[src/rtl/md_issue_ctrl_pkg.sv]
// Shared encodings for the multiply/divide issue controller: D-stage op codes,
// E-stage unit/HI/LO select codes, FSM states and the watchdog default.
package md_issue_ctrl_pkg;

    localparam logic [3:0] MD_OP_NONE  = 4'd0;
    localparam logic [3:0] MD_OP_MULT  = 4'd1;
    localparam logic [3:0] MD_OP_MULTU = 4'd2;
    localparam logic [3:0] MD_OP_DIV   = 4'd3;
    localparam logic [3:0] MD_OP_DIVU  = 4'd4;
    localparam logic [3:0] MD_OP_MFHI  = 4'd5;
    localparam logic [3:0] MD_OP_MFLO  = 4'd6;
    localparam logic [3:0] MD_OP_MTHI  = 4'd7;
    localparam logic [3:0] MD_OP_MTLO  = 4'd8;

    localparam logic [2:0] HILOOP_MULT  = 3'b000;
    localparam logic [2:0] HILOOP_MULTU = 3'b001;
    localparam logic [2:0] HILOOP_DIV   = 3'b010;
    localparam logic [2:0] HILOOP_DIVU  = 3'b011;
    localparam logic [2:0] HILOOP_NONE  = 3'b111;

    localparam logic [1:0] HILO_SEL_HI   = 2'b00;
    localparam logic [1:0] HILO_SEL_LO   = 2'b01;
    localparam logic [1:0] HILO_SEL_NONE = 2'b11;

    localparam int WDOG_LIMIT_DEFAULT = 15;

    typedef enum logic [1:0] {
        ST_IDLE,
        ST_ISSUED,
        ST_WAIT
    } md_state_t;

    typedef struct packed {
        logic       start;
        logic [2:0] hiloop;
        logic [1:0] whilo;
        logic [1:0] hilosel;
    } md_ctrl_t;

    localparam md_ctrl_t MD_CTRL_BUBBLE = '{
        start:   1'b0,
        hiloop:  HILOOP_NONE,
        whilo:   HILO_SEL_NONE,
        hilosel: HILO_SEL_NONE
    };

    // Codes 9-15 are reserved and behave exactly like "no op".
    function automatic logic is_md_op(input logic valid, input logic [3:0] op);
        return valid && (op >= MD_OP_MULT) && (op <= MD_OP_MTLO);
    endfunction

endpackage

[src/rtl/md_issue_ctrl_if.sv]
// D/E pipeline handshake between the decode stage, the mult/div unit and the
// issue controller.
interface md_issue_ctrl_if;

    logic [3:0] md_op_D;
    logic       valid_D;
    logic       busy_E;
    logic       stall_D;
    logic       start_E;
    logic [2:0] hiloop_E;
    logic [1:0] whilo_E;
    logic [1:0] hilosel_E;

    modport master (
        output md_op_D, valid_D, busy_E,
        input  stall_D, start_E, hiloop_E, whilo_E, hilosel_E
    );

    modport slave (
        input  md_op_D, valid_D, busy_E,
        output stall_D, start_E, hiloop_E, whilo_E, hilosel_E
    );

endinterface

[src/rtl/md_issue_ctrl_decode.sv]
// Pure combinational map from a D-stage md op to the E-stage control fields;
// anything that is not an md op decodes to the all-none bubble.
module md_decode
    import md_issue_ctrl_pkg::*;
(
    input  logic       valid,
    input  logic [3:0] md_op,
    output md_ctrl_t   ctrl
);

    always_comb begin
        ctrl = MD_CTRL_BUBBLE;
        if (valid) begin
            case (md_op)
                MD_OP_MULT:  begin ctrl.start = 1'b1; ctrl.hiloop = HILOOP_MULT;  end
                MD_OP_MULTU: begin ctrl.start = 1'b1; ctrl.hiloop = HILOOP_MULTU; end
                MD_OP_DIV:   begin ctrl.start = 1'b1; ctrl.hiloop = HILOOP_DIV;   end
                MD_OP_DIVU:  begin ctrl.start = 1'b1; ctrl.hiloop = HILOOP_DIVU;  end
                MD_OP_MFHI:  ctrl.hilosel = HILO_SEL_HI;
                MD_OP_MFLO:  ctrl.hilosel = HILO_SEL_LO;
                MD_OP_MTHI:  ctrl.whilo   = HILO_SEL_HI;
                MD_OP_MTLO:  ctrl.whilo   = HILO_SEL_LO;
                default:     ctrl = MD_CTRL_BUBBLE;
            endcase
        end
    end

endmodule

[src/rtl/md_issue_ctrl.sv]
// Issue controller for the multiply/divide unit: holds D while a mult/div is in
// flight or the unit is busy, registers the E-stage controls and runs a watchdog.
module md_issue_ctrl
    import md_issue_ctrl_pkg::*;
#(
    parameter int WDOG_LIMIT = WDOG_LIMIT_DEFAULT
) (
    input  logic               clk,
    input  logic               reset,
    md_issue_ctrl_if.slave     bus,
    output logic               err_timeout,
    output logic [15:0]        stall_cnt
);

    localparam logic [3:0] WDOG_LIMIT_CNT = 4'(WDOG_LIMIT);

    md_state_t  state, state_next;
    logic [3:0] wdog_cnt, wdog_next, wdog_inc;
    logic       err_next;
    logic       md_op_valid;
    logic       stall;
    md_ctrl_t   dec_ctrl, e_ctrl, e_next;

    md_decode u_decode (
        .valid (bus.valid_D),
        .md_op (bus.md_op_D),
        .ctrl  (dec_ctrl)
    );

    assign md_op_valid = is_md_op(bus.valid_D, bus.md_op_D);
    assign stall       = md_op_valid && ((state != ST_IDLE) || bus.busy_E);
    assign wdog_inc    = wdog_cnt + 4'd1;

    assign bus.stall_D   = stall;
    assign bus.start_E   = e_ctrl.start;
    assign bus.hiloop_E  = e_ctrl.hiloop;
    assign bus.whilo_E   = e_ctrl.whilo;
    assign bus.hilosel_E = e_ctrl.hilosel;

    // ISSUED covers the cycle before the unit raises busy, so WAIT only has to
    // watch for busy falling or the watchdog expiring.
    always_comb begin
        state_next = state;
        wdog_next  = wdog_cnt;
        err_next   = err_timeout;
        e_next     = stall ? MD_CTRL_BUBBLE : dec_ctrl;
        case (state)
            ST_IDLE: begin
                if (!stall && dec_ctrl.start) state_next = ST_ISSUED;
            end
            ST_ISSUED: begin
                state_next = ST_WAIT;
                wdog_next  = '0;
            end
            ST_WAIT: begin
                wdog_next = wdog_inc;
                if (!bus.busy_E) begin
                    state_next = ST_IDLE;
                end else if (wdog_inc == WDOG_LIMIT_CNT) begin
                    state_next = ST_IDLE;
                    err_next   = 1'b1;
                end
            end
            default: state_next = ST_IDLE;
        endcase
    end

    always_ff @(posedge clk or negedge reset) begin
        if (!reset) begin
            state       <= ST_IDLE;
            wdog_cnt    <= '0;
            err_timeout <= 1'b0;
            e_ctrl      <= MD_CTRL_BUBBLE;
            stall_cnt   <= '0;
        end else begin
            state       <= state_next;
            wdog_cnt    <= wdog_next;
            err_timeout <= err_next;
            e_ctrl      <= e_next;
            if (stall && (stall_cnt != 16'hFFFF)) stall_cnt <= stall_cnt + 16'd1;
        end
    end

endmodule

[src/flat_wrapper.sv]
// flat-port wrapper written by rule: the top's interface ports become plain ports
module md_issue_ctrl_flat import md_issue_ctrl_pkg::*;
#(
    parameter int WDOG_LIMIT = WDOG_LIMIT_DEFAULT
)
  (clk, reset, err_timeout, stall_cnt, bus_md_op_D, bus_valid_D, bus_busy_E, bus_stall_D, bus_start_E, bus_hiloop_E, bus_whilo_E, bus_hilosel_E);
  md_issue_ctrl_if bus_i ();
  input  logic clk;
  input  logic reset;
  output logic err_timeout;
  output logic [15:0] stall_cnt;
  input wire logic [$bits(bus_i.md_op_D)-1:0] bus_md_op_D;
  input wire logic [$bits(bus_i.valid_D)-1:0] bus_valid_D;
  input wire logic [$bits(bus_i.busy_E)-1:0] bus_busy_E;
  output wire logic [$bits(bus_i.stall_D)-1:0] bus_stall_D;
  output wire logic [$bits(bus_i.start_E)-1:0] bus_start_E;
  output wire logic [$bits(bus_i.hiloop_E)-1:0] bus_hiloop_E;
  output wire logic [$bits(bus_i.whilo_E)-1:0] bus_whilo_E;
  output wire logic [$bits(bus_i.hilosel_E)-1:0] bus_hilosel_E;
  assign bus_i.md_op_D = bus_md_op_D;
  assign bus_i.valid_D = bus_valid_D;
  assign bus_i.busy_E = bus_busy_E;
  assign bus_stall_D = bus_i.stall_D;
  assign bus_start_E = bus_i.start_E;
  assign bus_hiloop_E = bus_i.hiloop_E;
  assign bus_whilo_E = bus_i.whilo_E;
  assign bus_hilosel_E = bus_i.hilosel_E;
  md_issue_ctrl #(.WDOG_LIMIT(WDOG_LIMIT)) u_core (.clk(clk), .reset(reset), .bus(bus_i), .err_timeout(err_timeout), .stall_cnt(stall_cnt));
endmodule
[config.mk]
export PLATFORM = sky130hd
export DESIGN_NAME = md_issue_ctrl_flat
export DESIGN_NICKNAME = d
export VERILOG_FILES = /design/src/rtl/md_issue_ctrl_pkg.sv /design/src/rtl/md_issue_ctrl_if.sv /design/src/rtl/md_issue_ctrl_decode.sv /design/src/rtl/md_issue_ctrl.sv /design/src/flat_wrapper.sv
export SDC_FILE = /design/constraint.sdc
export NUM_CORES = 1
export LEC_CHECK = 0
export CAP_MARGIN = 20
export CORE_MARGIN = 10
export CORE_UTILIZATION = 52
export CTS_BUF_LIST = sky130_fd_sc_hd__clkbuf_8
export DETAILED_ROUTE_END_ITERATION = 12
export MAX_ROUTING_LAYER = met4
export PLACE_DENSITY = 0.79
export RECOVER_POWER = 50
export SLEW_MARGIN = 15
export SYNTH_ARGS = -nofsm -noshare
export SYNTH_HDL_FRONTEND = slang
export SYNTH_HIERARCHICAL = 1
export SYNTH_SLANG_ARGS = --single-unit
[constraint.sdc]
create_clock -name clk -period 2.6 [get_ports clk]
set_input_delay 0.78 -clock clk [delete_from_list [all_inputs] [get_ports clk]]
set_output_delay 0.78 -clock clk [all_outputs]
set_load 0.01 [all_outputs]
# --- After elaboration in Yosys (flattened, before gate mapping) ---
# Cells that the tools add are included.
totals:
  word_cells: 48
  input_bits: 8
  regBits: 31
  out_inout_bits: 26
classes:
  n_eq_ne: 14
  n_reduce_logical: 12
  n_addsub: 2
  magnitude_cmp: 2
  n_mux: 10
op_table:
  columns: ["cell", "n"]
  rows:
  - ["$add A16 B1 Y16 const B", 1]
  - ["$eq A4 B3 Y1 const B", 4]
  - ["$mux W8", 2]
  - ["$ne A16 B16 Y1 const B", 1]
  - ["$pmux W4 S4", 1]
  - ["$eq A4 B2 Y1 const B", 2]
  - ["$eq A4 B4 Y1 const B", 2]
  - ["$pmux W2 S2", 2]
  - ["$pmux W4 S2", 1]
  - ["$mux W2", 3]
  - ["$pmux W2 S3", 1]
  - ["$logic_and A1 B1 Y1", 5]
  - ["$add A4 B1 Y4 const B", 1]
  - ["$eq A4 B1 Y1 const B", 1]
  - ["$ge A4 B1 Y1 const B", 1]
  - ["$le A4 B4 Y1 const B", 1]
  - ["$reduce_bool A2 Y1", 2]
  - ["$ne A3 B2 Y1 const B", 1]
  - ["$reduce_and A3 Y1", 1]
  - ["$eq A2 B1 Y1 const B", 1]
  - ["$eq A2 B2 Y1 const B", 1]
  - ["$logic_not A2 Y1", 1]
  - ["$ne A2 B1 Y1 const B", 1]
  - ["$reduce_and A2 Y1", 1]
  - ["other kinds (2)", 2]

# --- Depth between registers and ports, before layout ---
logic_depth:
  word_depth: 8
  depth_mapped: 7
  mapped_depth_nobuf: 7

# --- Modules after synthesis ---
# The synthesis kept the hierarchy.
modules_own_cells:
  columns: ["module", "seq_area_each_um2", "instances", "area_each_um2", "cells_each"]
  rows:
  - ["md_issue_ctrl", 784.5, 1, 1514.0, 130]
  - ["md_decode", 0.0, 1, 107.6, 16]

# --- Worst setup path before layout ---
# OpenSTA, ideal clock, no wires.
synth_timing:
  kind: "input to output"
  start: "input bus_md_op_D[3]"
  end: "output bus_stall_D"
  stages: 4
  path_buffers: 1
  t_arrival_ns: 1.729
  path_slack_ns: 0.091
  t_required_ns: 1.820
  path_cell_list: "or4_4 -> o2111ai_4 -> buf_4 -> inv_1"
synth_via:
  elab_chain_len: 4
  elab_cells_between_ends: 5
  cone_classes: "2 x order compare; 3 x reduce/logical"
synth_lines:
  columns: ["item", "line", "text"]
  rows:
  - ["from (decl)", "flat_wrapper.sv:12", "input wire logic [$bits(bus_i.md_op_D)-1:0] bus_md_op_D;"]
  - ["$ge A4 B1 Y1", "md_issue_ctrl_pkg.sv:49", "return valid && (op >= MD_OP_MULT) && (op <= MD_OP_MTLO);"]
  - ["$logic_and A1 B1 Y1", "md_issue_ctrl_pkg.sv:49", null]
  - ["$logic_and A1 B1 Y1 *", "md_issue_ctrl_pkg.sv:49", null]
  - ["$logic_and A1 B1 Y1 *", "md_issue_ctrl.sv:31", "assign stall = md_op_valid && ((state != ST_IDLE) || bus.busy_E);"]
  - ["to (decl)", "flat_wrapper.sv:15", "output wire logic [$bits(bus_i.stall_D)-1:0] bus_stall_D;"]
# Every way passes the cells marked *; elsewhere a longest branch is shown, timed or not.

# --- Worst setup path after layout ---
layout_timing:
  start: "input bus_busy_E"
  end: "output bus_stall_D"
layout_via:
  elab_chain_len: 2
layout_lines:
  columns: ["item", "line", "text"]
  rows:
  - ["from (decl)", "flat_wrapper.sv:14", "input wire logic [$bits(bus_i.busy_E)-1:0] bus_busy_E;"]
  - ["$logic_or A1 B1 Y1", "md_issue_ctrl.sv:31", null]
  - ["$logic_and A1 B1 Y1", "md_issue_ctrl.sv:31", null]
# Every way passes these cells.

==> run metrics <==
Mapped Area=1620 um2; clock tree buffer depth=2; die height=75.8 um; Setup CP Type=in2out; Slew @ Worst Pin=0.751 ns; Syn Inst Count=146; type of origin of the critical path=input pin; status=complete, no violations; # diodes=0; Critical Path RT=1.82 ns; Die W=75.8 um; crit-path max FO=2; Num CTS Buffers=5; DP Area=2100 um2; row count=20; crit path launch=bus_busy_E; first-pass GRT wire length=5880 um; I/O Pins=34; 1st-iter DRT viols=113; CTS sink count=31; Initial Util=53.6%; synthesized flop and latch total=31; IO Port Bufs=33; WHS=0.480 ns; pin count of the biggest net entering global routing=32; Post-synth EDFFs=0; Residual DRC=0; Core Util, Final=72.4%; Tmin final=2.54 ns; Vias=1264; Final period util=97.7%; Int Power=1.04 mW; Final Hold Viols=0; Placed Cells=235; initial antenna violation count=0; FF-to-FF setup slack=0.55 ns; Clk pwr share=26.5%; H-tree levels=2; Finish-stage setup viols=0; Psw=0.475 mW; Mean Syn Cell Area=11.1 um2; ANT nets after route=0; Root Buffer=clkbuf_8; yosys warns=6; Worst Clk Skew=0.00337 ns; hold endpoint=u_core/err_timeout$_DFFE_PN0P_; Die Area=5750 um2; RD Place Congestion=0.889; CTS tree=yes; later-pin clock latency in the skew report=0.27 ns; Core Box Area=3030 um2; Hold Path Stages=1; layout cell share with drive strength beyond 1=22.0%; Mapped Nets=161; final setup margin=0.0585 ns; hold path startpoint=u_core/err_timeout$_DFFE_PN0P_; worst flop-to-flop path endpoint=u_core/stall_cnt[15]$_DFFE_PN0P_; post-route cell area=2190 um2; HPWL Detailed=2610 um; part of the power in registers=42.6%; register area share after synthesis=48.4%; Reg2Reg Depth=9; Layout Nets=214; synthesis-to-layout area growth=35.3%; GRT Total Usage=13.7%; DP Worst Slack=-0.620 ns; switching fraction of total power=31.4%; ys async rst share=100%; vias per inst=5.18; RSZ-0062 raised after global routing=false; pwr dens=689 nW/um2; Non-Filler Instances=244; synth unique cells=39; fmax=393 MHz; vias in the first global route=1366; reg2reg start=u_core/state[0]$_DFFE_PN0P_; router iterations before antenna repair=4; leakage=0.932 nW; Worst setup EP type=primary output; max_slew headroom=50.0%; total grt overflow=0; commonest non-fill, non-tap cell in the layout=clkdlybuf4s50_1; Top FF cell, synth=dfrtp_1; CTS clk-pin slew, worst paths=0.06 ns; commonest cells after routing, fill and taps aside=clkdlybuf4s50_1 (26), dfrtp_1 (24), buf_4 (14); Arr. time, crit path=1.76 ns; post-DR wirelength/cell=14.0 um; max-slew violation count=0; worst min path class=reg2reg; Post-CTS Hold Fix Bufs=0; final WL=3410 um; maxcap violations=0; combinational share of power=30.9%; maximum vdd ir drop=0.000461 V
[cells by family after synthesis]
family          share of synthesized area [%]
buf+inv                                  3.47
flops                                    48.4
simple gates                             22.0
compound gates                           9.49
fa+ha+maj                                5.40
xor+xnor                                 9.18
mux                                      2.08
[per-layer routing]
metal	vias to the layer above	track usage, %	part of all wire, %
met5	-	-	0
met1	606	14.2	40
met3	6	4.17	5.6
li1	624	-	-
met4	0	5.15	1.6
met2	28	24.1	53
[final cells by class]
cell class                 instances  area, um2
multi-input combinational        103        781
clock inverter                     1       3.75
fill                             227        835
inverter                           9       33.8
clock buffer                       7       96.3
timing repair buffer              49        439
sequential                        31        785
tap                               44       55.1
[worst max path at each step]
stage | endpoint | cells past startpoint | slack (ns)
floorplan | bus_stall_D | 4 | 0.09
global placement | bus_stall_D | 5 | -0.59
detailed placement | bus_stall_D | 5 | -0.62
CTS | bus_stall_D | 5 | 0.02
global route | bus_stall_D | 4 | 0.02
finish | bus_stall_D | 4 | 0.06
[through the flow]
step	power, mW	TNS, ns
global placement	1.09	-2.07
global route	1.61	0
detailed placement	1.12	-2.92
CTS	1.53	0
floorplan	0.906	0
finish	1.51	0
[power by group through the flow]
stage / registers, mW / clock network, mW / logic [mW]
after floorplan: 0.645 / 0 / 0.261
after global placement: 0.644 / 0 / 0.446
after detailed placement: 0.650 / 0 / 0.468
after CTS: 0.644 / 0.414 / 0.476
after global routing: 0.659 / 0.439 / 0.514
final: 0.643 / 0.400 / 0.467
[cell usage after synthesis, types with 2 or more instances]
library cell,n,area share (%)
and2_1,2,0.77
and3_1,3,1.2
dfrtp_1,24,37
dfstp_2,7,11
ha_1,7,5.4
inv_1,9,2.1
mux2_2,3,2.1
nand2_1,11,2.5
nand2b_1,7,2.7
nand3_1,10,3.1
nand4_1,9,3.5
nand4b_1,2,1.1
nor2_1,4,0.93
nor2b_1,2,0.77
nor3b_1,2,0.93
o21ai_0,6,1.9
xnor2_1,12,6.5
xor2_1,5,2.7
[sequential cells by signal (all words and copies together), names as in the netlist]
| signal | cells |
|---|---|
| u_core/wdog_cnt | 4 |
| u_core/state | 2 |
| u_core/err_timeout | 1 |
| u_core/bus.hilosel_E | 2 |
| u_core/bus.hiloop_E | 3 |
| u_core/stall_cnt | 16 |
| u_core/bus.whilo_E | 2 |
| u_core/bus.start_E | 1 |
[worst max-delay path, cell delays in order]
cell and delay, ns:
dlygate4sd3_1 0.59, o2111ai_4 0.22, inv_2 0.06, buf_6 0.12
[what timing repair did]
item / CTS / global route
setup endpoints to repair: 1 / 1
setup buffers: 1 / 0
gates resized for setup: 13 / 3
pin swaps: 1 / 1
hold endpoints to repair: 0 / 0
No activity file was read; power rests on OpenSTA's default activity.
